===== config.mk =====
export PLATFORM = sky130hd
export DESIGN_NAME = ow_master_ctrl
export DESIGN_NICKNAME = d
export VERILOG_FILES = /design/src/rtl/ow_master_ctrl.sv
export SDC_FILE = /design/constraint.sdc
export NUM_CORES = 1
export LEC_CHECK = 0
export ABC_CLOCK_PERIOD_IN_PS = 6500
export CAP_MARGIN = 30
export CORE_UTILIZATION = 45
export CTS_CLUSTER_DIAMETER = 100
export DETAILED_ROUTE_END_ITERATION = 6
export PLACE_DENSITY = 0.66
export SLEW_MARGIN = 40
export SYNTH_ARGS = -nofsm -noshare
export SYNTH_HDL_FRONTEND = slang
export SYNTH_SLANG_ARGS = --single-unit
export TNS_END_PERCENT = 30

===== constraint.sdc =====
create_clock -name clk -period 6.5 [get_ports clk]
set_input_delay 0.65 -clock clk [delete_from_list [all_inputs] [get_ports clk]]
set_output_delay 0.65 -clock clk [all_outputs]
set_load 0.01 [all_outputs]

===== src/rtl/ow_master_ctrl.sv =====
// ow_master_ctrl: 1-Wire bus master sequencer.
// Executes one command at a time: a reset/presence cycle, an 8-bit LSB-first
// write, or a 64-slot ROM read. It reports completion with a one-cycle
// rsp_valid pulse. All outputs are registered. Each one is computed from the
// next-state values, so it lines up with the state it belongs to.
module ow_master_ctrl #(
  parameter int T_SLOT   = 61,
  parameter int T_LOW1   = 6,
  parameter int T_LOW0   = 60,
  parameter int T_SAMPLE = 30,
  parameter int T_RSTL   = 480,
  parameter int T_RSTH   = 480,
  parameter int T_PRES   = 70
) (
  input  logic        clk,
  input  logic        rst,
  input  logic        cmd_valid,
  input  logic [1:0]  cmd_op,
  input  logic [7:0]  cmd_data,
  output logic        cmd_ready,
  input  logic        bus_in,
  output logic        bus_drive_low,
  output logic        rsp_valid,
  output logic        rsp_err,
  output logic        presence,
  output logic [63:0] rom_data
);

  localparam int T_MAX_A = (T_RSTL > T_RSTH) ? T_RSTL : T_RSTH;
  localparam int T_MAX   = (T_MAX_A > T_SLOT) ? T_MAX_A : T_SLOT;
  localparam int CNT_W   = $clog2(T_MAX + 1);

  localparam logic [CNT_W-1:0] CNT_ZERO  = {CNT_W{1'b0}};
  localparam logic [CNT_W-1:0] CNT_ONE   = {{(CNT_W-1){1'b0}}, 1'b1};
  localparam logic [CNT_W-1:0] SLOT_LAST = CNT_W'(T_SLOT - 1);
  localparam logic [CNT_W-1:0] RSTL_LAST = CNT_W'(T_RSTL - 1);
  localparam logic [CNT_W-1:0] RSTH_LAST = CNT_W'(T_RSTH - 1);
  localparam logic [CNT_W-1:0] LOW1_LEN  = CNT_W'(T_LOW1);
  localparam logic [CNT_W-1:0] LOW0_LEN  = CNT_W'(T_LOW0);
  localparam logic [CNT_W-1:0] SAMPLE_AT = CNT_W'(T_SAMPLE);
  localparam logic [CNT_W-1:0] PRES_AT   = CNT_W'(T_PRES);

  localparam logic [2:0] S_IDLE     = 3'd0;
  localparam logic [2:0] S_RST_LOW  = 3'd1;
  localparam logic [2:0] S_RST_WAIT = 3'd2;
  localparam logic [2:0] S_WR_SLOT  = 3'd3;
  localparam logic [2:0] S_RD_SLOT  = 3'd4;
  localparam logic [2:0] S_DONE     = 3'd5;

  localparam logic [1:0] OP_RESET = 2'b00;
  localparam logic [1:0] OP_WRITE = 2'b01;
  localparam logic [1:0] OP_READ  = 2'b10;
  localparam logic [1:0] OP_ILL   = 2'b11;

  localparam logic [5:0] WR_LAST_BIT = 6'd7;
  localparam logic [5:0] RD_LAST_BIT = 6'd63;

  logic [2:0]       state_r;
  logic [CNT_W-1:0] cnt_r;
  logic [5:0]       bit_r;
  logic [1:0]       op_r;
  logic [7:0]       data_r;
  logic [63:0]      shift_r;
  logic             presence_tmp_r;

  logic [2:0]       next_state_s;
  logic [CNT_W-1:0] next_cnt_s;
  logic [5:0]       next_bit_s;
  logic [1:0]       next_op_s;
  logic [7:0]       next_data_s;
  logic             next_drive_s;

  // Next-state, slot counter and bit index sequencing.
  always_comb begin
    next_state_s = state_r;
    next_cnt_s   = cnt_r;
    next_bit_s   = bit_r;
    next_op_s    = op_r;
    next_data_s  = data_r;
    case (state_r)
      S_IDLE: begin
        if (cmd_valid) begin
          next_op_s   = cmd_op;
          next_data_s = cmd_data;
          next_cnt_s  = CNT_ZERO;
          next_bit_s  = 6'd0;
          case (cmd_op)
            OP_RESET: next_state_s = S_RST_LOW;
            OP_WRITE: next_state_s = S_WR_SLOT;
            OP_READ:  next_state_s = S_RD_SLOT;
            default:  next_state_s = S_DONE;
          endcase
        end else begin
          next_state_s = S_IDLE;
        end
      end
      S_RST_LOW: begin
        if (cnt_r == RSTL_LAST) begin
          next_state_s = S_RST_WAIT;
          next_cnt_s   = CNT_ZERO;
        end else begin
          next_cnt_s = cnt_r + CNT_ONE;
        end
      end
      S_RST_WAIT: begin
        if (cnt_r == RSTH_LAST) begin
          next_state_s = S_DONE;
          next_cnt_s   = CNT_ZERO;
        end else begin
          next_cnt_s = cnt_r + CNT_ONE;
        end
      end
      S_WR_SLOT, S_RD_SLOT: begin
        if (cnt_r == SLOT_LAST) begin
          next_cnt_s = CNT_ZERO;
          if (bit_r == ((state_r == S_WR_SLOT) ? WR_LAST_BIT : RD_LAST_BIT)) begin
            next_state_s = S_DONE;
            next_bit_s   = 6'd0;
          end else begin
            next_bit_s = bit_r + 6'd1;
          end
        end else begin
          next_cnt_s = cnt_r + CNT_ONE;
        end
      end
      S_DONE: begin
        next_state_s = S_IDLE;
        next_cnt_s   = CNT_ZERO;
      end
      default: begin
        next_state_s = S_IDLE;
        next_cnt_s   = CNT_ZERO;
        next_bit_s   = 6'd0;
      end
    endcase
  end

  // Bus drive level for the upcoming cycle, from the upcoming state and position.
  always_comb begin
    next_drive_s = 1'b0;
    case (next_state_s)
      S_RST_LOW: next_drive_s = 1'b1;
      S_WR_SLOT: begin
        if (next_data_s[next_bit_s[2:0]]) begin
          next_drive_s = (next_cnt_s < LOW1_LEN);
        end else begin
          next_drive_s = (next_cnt_s < LOW0_LEN);
        end
      end
      S_RD_SLOT: next_drive_s = (next_cnt_s < LOW1_LEN);
      default:   next_drive_s = 1'b0;
    endcase
  end

  // Control state and registered handshake/bus outputs.
  always_ff @(posedge clk or posedge rst) begin
    if (rst) begin
      state_r       <= S_IDLE;
      cnt_r         <= CNT_ZERO;
      bit_r         <= 6'd0;
      op_r          <= OP_RESET;
      data_r        <= 8'd0;
      bus_drive_low <= 1'b0;
      cmd_ready     <= 1'b1;
      rsp_valid     <= 1'b0;
      rsp_err       <= 1'b0;
    end else begin
      state_r       <= next_state_s;
      cnt_r         <= next_cnt_s;
      bit_r         <= next_bit_s;
      op_r          <= next_op_s;
      data_r        <= next_data_s;
      bus_drive_low <= next_drive_s;
      cmd_ready     <= (next_state_s == S_IDLE);
      rsp_valid     <= (next_state_s == S_DONE);
      rsp_err       <= (next_state_s == S_DONE) && (next_op_s == OP_ILL);
    end
  end

  // Sampling of the line and publication of results when an op completes.
  always_ff @(posedge clk or posedge rst) begin
    if (rst) begin
      shift_r        <= 64'd0;
      presence_tmp_r <= 1'b0;
      presence       <= 1'b0;
      rom_data       <= 64'd0;
    end else begin
      if ((state_r == S_RST_WAIT) && (cnt_r == PRES_AT)) begin
        presence_tmp_r <= ~bus_in;
      end
      if ((state_r == S_RD_SLOT) && (cnt_r == SAMPLE_AT)) begin
        shift_r[bit_r] <= bus_in;
      end
      if ((state_r == S_RST_WAIT) && (next_state_s == S_DONE)) begin
        presence <= presence_tmp_r;
      end
      if ((state_r == S_RD_SLOT) && (next_state_s == S_DONE)) begin
        rom_data <= shift_r;
      end
    end
  end

endmodule


==> summary.txt, run 1 <==
STA
  – Crit path time final: 3.03 ns
  – Max_slew headroom: 0.461
  – Setup TNS: 0 ns
  – Period Utilization, post-route: 0.467
  – Worst Tran Pin Value: 0.804 ns
  – RSZ-0062 raised after global routing: no
  – Final setup violating endpoints: 0
  – Final slew viol count: 0
  – Fmax achieved: 0.330 GHz
  – Final Hold Fails: 0
  – Clock Skews: 0.0136 ns
  – Worst Setup Slack, final: 3.47 ns

Critical path
  – CP Max Fanout: 65
  – Critical path class: reg2reg
  – Flop-to-flop setup slack: 3.47 ns
  – Crit. Startpoint: state_r[2]
  – Worst flop-to-flop path endpoint: bus_drive_low
  – Reg2Reg Depth: 7
  – CP endpoint kind: flop
  – Crit path to: bus_drive_low
  – WP data arrival: 3.38 ns
  – Worst EP required: 6.84 ns
  – CP startpoint kind: flop
  – Reg2reg start: state_r[2]

Logic synthesis
  – Post-synthesis sequential area ratio: 0.548
  – EDFF count, synth: 0
  – Top_reg_cell synth: dfrtp_1
  – Gate Count Post-Synth: 736
  – Area contributors post-synth: dfrtp_1, nand2_1, mux2_2
  – Net count after synthesis: 754
  – Share of the synthesized area in the top cell type: 0.544
  – Register bit total from synthesis: 162
  – Netlist Area Pre-Place: 7400 µm²
  – Yosys Warn Count: 0
  – Ys async rst share: 1.00
  – Mapped Avg Cell Area: 10.1 µm²
  – Post-synth cell types: 71
  – Synth area leader: dfrtp_1

Drt
  – Wl on met1: 7.50 mm
  – Drt drc: 0
  – Avg WL per Cell: 15.5 µm
  – First-pass iteration count of the detailed router: 4
  – Routed wire length: 16.0 mm
  – Final ANT Viol Nets: 0
  – Met2 WL: 7.51 mm
  – Met3 Wirelength: 674 µm
  – Vias/cell: 5.25
  – Top layer in use: met4
  – Detailed-route via count: 5415
  – Iteration-0 DRC Markers: 340

Clock tree
  – Num CTS Buffers: 17
  – Root buffer cell: clkbuf_16
  – Post-CTS setup buffer count: 0
  – Clk sink count: 162
  – H-tree depth: 4
  – Worst-skew pair later-pin latency: 0.42 ns
  – Register clock-pin slew on the reported worst setup and hold paths: 0.07 ns
  – Clk buf depth: 2
  – CTS Hold Bufs: 0
  – Post_cts resized: 0
  – TritonCTS clock tree: yes

Global routing
  – Remaining Overflow, GRT: 0
  – Antenna violations before repair: 0
  – Vias in the first global route: 5236
  – Wire length of the first global-routing pass: 26.7 mm
  – All-Layer GR Usage: 0.204
  – Largest net degree at the start of global routing: 111

Finish
  – Fin cells: 1032
  – Syn-to-layout area delta: 23.1%
  – Final #Nets: 821
  – ANT cells: 0
  – Layout cells sized above 1: 0.158
  – Final Util: 0.571

Die
  – DIE HEIGHT: 130 µm
  – Core area: 15900 µm²
  – Die area: 17000 µm²
  – Starting Density: 0.464
  – Row count: 46
  – Chip width: 130 µm
  – Boundary Pins: 83

Power
  – Max VDD drop: 0.000220 V
  – Total power: 2.74 mW
  – Pwr dens: 301 nW/µm²
  – P_leak: 4.30 nW

Placed design
  – HPWL Detailed: 10.9 mm
  – Placed cells: 999
  – Pre-CTS WS: 3.19 ns
  – I/O Buffers: 82
  – GPL Wtd Cong: 0.783

Worst hold path
  – Tightest Hold Check Type: reg2reg

Flow run
  – # Max-Cap Violations: 0

Run status
  – Status: finished clean
-- cell type report --
class | instances | area [µm²]
Inverter | 15 | 63.8
Fill cell | 1382 | 6840
Clock buffer | 20 | 457
Sequential cell | 162 | 4060
Timing Repair Buffer | 88 | 886
Multi-Input combinational cell | 519 | 3150
Clock inverter | 12 | 226
Tap cell | 216 | 270
-- sequential cells by signal, indices dropped and copies added, names as in the netlist, 2 cells and up --
| name | count |
|---|---|
| rom_data | 64 |
| bit_r | 6 |
| op_r | 2 |
| cnt_r | 9 |
| state_r | 3 |
| data_r | 8 |
| shift_r | 64 |
-- cells in the mapped netlist, types with 4 or more instances --
cell and instances:
nor2_1 50, inv_1 14, a21oi_1 13, mux2_2 65, nand2b_1 4, ha_1 4, a21o_1 4, mux2_1 8
nand3_1 12, nand3b_1 7, o21ai_0 11, nand2_1 237, nor3_1 11, clkbuf_1 28, dfrtp_1 161, nor3b_1 8
buf_2 10, and3_1 7
-- cells in the final DEF, fill, tap and decap left out, types with 3 or more instances in the layout --
cell type and count:
nand3_1 12, o21ai_0 11, mux2_2 65, nor3b_1 8, and3_1 7, nor3_1 11
nor2_1 50, ha_1 4, nand4b_1 3, o21a_1 3, clkdlybuf4s50_1 82, and2_1 3
mux2_1 8, o211ai_2 3, a21oi_1 13, nand3b_1 7, inv_1 13, a31oi_1 3
bufinv_16 6, clkbuf_16 17, buf_4 5, nand2b_1 4, o31ai_1 3, a21o_1 4
nand2_1 237, dfrtp_1 161
-- layer usage --
metal / global-route usage / vias to the layer above
li1: - / 2602
met1: 0.283 / 2656
met2: 0.316 / 134
met3: 0.0431 / 23
met4: 0.0759 / 0
met5: 0 / -
-- cells by family after synthesis --
group | Yosys count | share of synthesized area
buffers and inverters | 55 | 0.0303
xor gates and xnor gates | 2 | 0.00237
DFF | 162 | 0.548
AOI/OAI and AO/OA | 67 | 0.0693
adders and majority gates | 4 | 0.00676
and+or+nand+nor | 370 | 0.228
muxes | 76 | 0.116
-- worst min path at each step --
stage	to	slack, ns	from	cells after the start
floorplan	rom_data[0]	0.44	shift_r[0]	2
global placement	rom_data[17]	0.45	shift_r[17]	2
detailed placement	rom_data[51]	0.46	rom_data[51]	2
CTS	rom_data[51]	0.47	rom_data[51]	2
global route	rom_data[43]	0.48	rom_data[43]	2
finish	rom_data[35]	0.46	rom_data[35]	2
-- stage by stage --
stage | hold WS, ns | instance area (µm²)
final | 0.464 | 9110
after global routing | 0.478 | 9110
after CTS | 0.470 | 9080
after detailed placement | 0.456 | 8400
after global placement | 0.450 | 8360
after floorplan | 0.440 | 7400
-- worst max-delay path: stages, from the launching register on --
cell and delay [ns]:
dfrtp_1 0.62, or3b_1 0.57, or4_4 0.92, o211ai_2 0.21, nand2_1 0.13, a211o_1 0.26
a21o_1 0.17, o211ai_2 0.06
-- power by group --
group / switching (mW) / internal [mW]
Clock: 0.397 / 0.744
Sequential: 0.0786 / 1.08
Combinational: 0.263 / 0.183
Total: 0.739 / 2.00
No activity file was read; power rests on OpenSTA's default activity.
==> run 2: changes to the inputs <==
--- a/config.mk
+++ b/config.mk
@@ -5,12 +5,12 @@
 export SDC_FILE = /design/constraint.sdc
 export NUM_CORES = 1
 export LEC_CHECK = 0
-export ABC_CLOCK_PERIOD_IN_PS = 6500
+export ABC_CLOCK_PERIOD_IN_PS = 2500
 export CAP_MARGIN = 30
 export CORE_UTILIZATION = 45
 export CTS_CLUSTER_DIAMETER = 100
 export DETAILED_ROUTE_END_ITERATION = 6
-export PLACE_DENSITY = 0.66
+export PLACE_DENSITY = 0.69
 export SLEW_MARGIN = 40
 export SYNTH_ARGS = -nofsm -noshare
 export SYNTH_HDL_FRONTEND = slang
==> constraint.sdc (replaced) <==
create_clock -name clk -period 2.5 [get_ports clk]
set_input_delay 0.25 -clock clk [delete_from_list [all_inputs] [get_ports clk]]
set_output_delay 0.25 -clock clk [all_outputs]
set_load 0.01 [all_outputs]
==> summary.txt, run 2 (synthesis gave the netlist of run 1 again) <==
Die
  – Boundary Pins: 83
  – Core area: 15900 µm²
  – Chip width: 130 µm
  – DIE HEIGHT: 130 µm
  – Starting Density: 0.464
  – Row count: 46
  – Die area: 17000 µm²

Placed design
  – HPWL Detailed: 12.2 mm
  – I/O Buffers: 82
  – Placed cells: 1060
  – GPL Wtd Cong: 0.824

Critical path
  – WP data arrival: 2.80 ns
  – Worst EP required: 2.81 ns
  – Most Frequent Cell on Critical Path: o211ai_2
  – Largest stage delay, worst path: 0.45 ns
  – Slowest CP cell: or3b_4
  – CP startpoint kind: flop
  – CP endpoint kind: flop
  – CP Max Fanout: 5
  – Critical path class: reg2reg
  – CP Cell Sequence: or3b_4 -> buf_4 -> a211oi_4 -> o211ai_2 -> a21oi_1 -> nor3_1 -> a211o_1 -> a31oi_1 -> o211ai_2

STA
  – Crit path time final: 2.50 ns
  – Clock Skews: 0.00906 ns
  – Final setup violating endpoints: 0
  – Final slew viol count: 0
  – Worst Tran Pin Value: 0.641 ns
  – Max_slew headroom: 0.573
  – Fmax achieved: 0.400 GHz
  – Final Hold Fails: 0
  – Setup TNS: 0 ns
  – Period Utilization, post-route: 1.00
  – RSZ-0062 raised after global routing: yes

Drt
  – First-pass iteration count of the detailed router: 4
  – Drt drc: 0
  – Avg WL per Cell: 15.6 µm
  – Routed wire length: 17.2 mm
  – Vias/cell: 5.18
  – Final ANT Viol Nets: 0
  – Detailed-route via count: 5681
  – Iteration-0 DRC Markers: 309

Worst hold path
  – Tightest Hold Check Type: in2async

Finish
  – Most frequent cells in the layout: nand2_1, dfrtp_1, clkdlybuf4s50_1, buf_4, mux2_2
  – Multi-input logic area: 3170 µm²
  – Final #Nets: 885
  – ANT cells: 0
  – FF+latch area: 4060 µm²
  – Top Registers: rom_data: 64 flops, shift_r: 64 flops, cnt_r: 9 flops
  – Layout cells sized above 1: 0.226
  – Syn-to-layout area delta: 29.0%
  – Fin cells: 1096
  – Commonest non-fill, non-tap cell in the layout: nand2_1
  – Fill cells: 1349

Global routing
  – Wire length of the first global-routing pass: 29.0 mm
  – Largest net degree at the start of global routing: 69
  – Antenna violations before repair: 0
  – Remaining Overflow, GRT: 0
  – All-Layer GR Usage: 0.221
  – Vias in the first global route: 5803

Clock tree
  – Clk sink count: 162
  – Root buffer cell: clkbuf_16
  – TritonCTS clock tree: yes
  – Worst-skew pair later-pin latency: 0.43 ns
  – Register clock-pin slew on the reported worst setup and hold paths: 0.06 ns
  – Clk buf depth: 2
  – Num CTS Buffers: 17
  – CTS Hold Bufs: 0
  – H-tree depth: 4

Run status
  – Status: finished clean

Flow run
  – # Max-Cap Violations: 0

Power
  – Total power: 7.31 mW
  – P_leak: 4.59 nW
  – Max VDD drop: 0.000494 V
  – Pwr dens: 765 nW/µm²
[run 2: cell types whose count changed in the layout (fill, tap and decap cells not counted), moves of 2 or more]
cell and change:
dfrtp_2 +2, clkbuf_8 -2, bufinv_16 -3, inv_6 +2, dfrtp_1 -2, buf_12 +2
buf_4 +63
[run 2: worst max-delay path: cells and delay by family, from the launching register on]
family / cells / cell delay (ns)
buf+inv: 1 / 0.18
simple gates: 2 / 0.51
compound gates: 6 / 1.26
flops: 1 / 0.43
[run 2: routing by layer]
layer | up-vias | global-route usage | part of all wire
met5 | - | 0 | 0
met1 | 2805 | 0.290 | 0.46
met4 | 0 | 0.0657 | 0.013
met3 | 22 | 0.0426 | 0.031
li1 | 2743 | - | -
met2 | 111 | 0.371 | 0.50
[run 2: timing repair]
| action | in CTS | in global routing |
|---|---|---|
| hold endpoints to repair | 0 | 0 |
| buffers inserted | 2 | 2 |
| resized for setup | 5 | 3 |
| setup endpoints to repair | 1 | 47 |
| pin swaps | 2 | 1 |
[run 2: cell type report]
class,instances,share of cell area
inverter,15,0.00629
clock buffer,17,0.0445
multi-input combinational,519,0.331
tap,216,0.0283
sequential,162,0.425
clock inverter,15,0.0208
timing repair buffer,152,0.144
[run 2: final timing paths]
path | startpoint | cells past startpoint | slack (ns) | to
hold reg to reg | rom_data[57] | 2 | 0.46 | rom_data[57]
setup reg to reg | state_r[1] | 9 | 0.0004 | bus_drive_low
setup / recovery | state_r[1] | 9 | 0.0004 | bus_drive_low
max in group asynchronous | rst | 3 | 1.78 | data_r[0]
min in group clk | rom_data[57] | 2 | 0.46 | rom_data[57]
hold / removal | rst | 3 | 0.30 | shift_r[20]
[run 2: where the power goes]
group	internal (mW)	switching (mW)	leakage [nW]	total, mW
sequential	2.81	0.126	2.17	2.93
clock	1.60	1.13	0.305	2.73
combinational	0.775	0.868	2.11	1.64
[run 2: stage by stage]
stage | util | hold WS (ns) | setup WS (ns) | cell area [µm²]
finish | 0.599 | 0.304 | 0.000414 | 9550
detailed placement | 0.556 | 0.454 | -0.125 | 8860
floorplan | - | 0.389 | 0.194 | 7400
CTS | 0.597 | 0.325 | 0.00990 | 9520
global route | 0.599 | 0.359 | -0.144 | 9550
global placement | 0.556 | 0.449 | -0.0541 | 8860
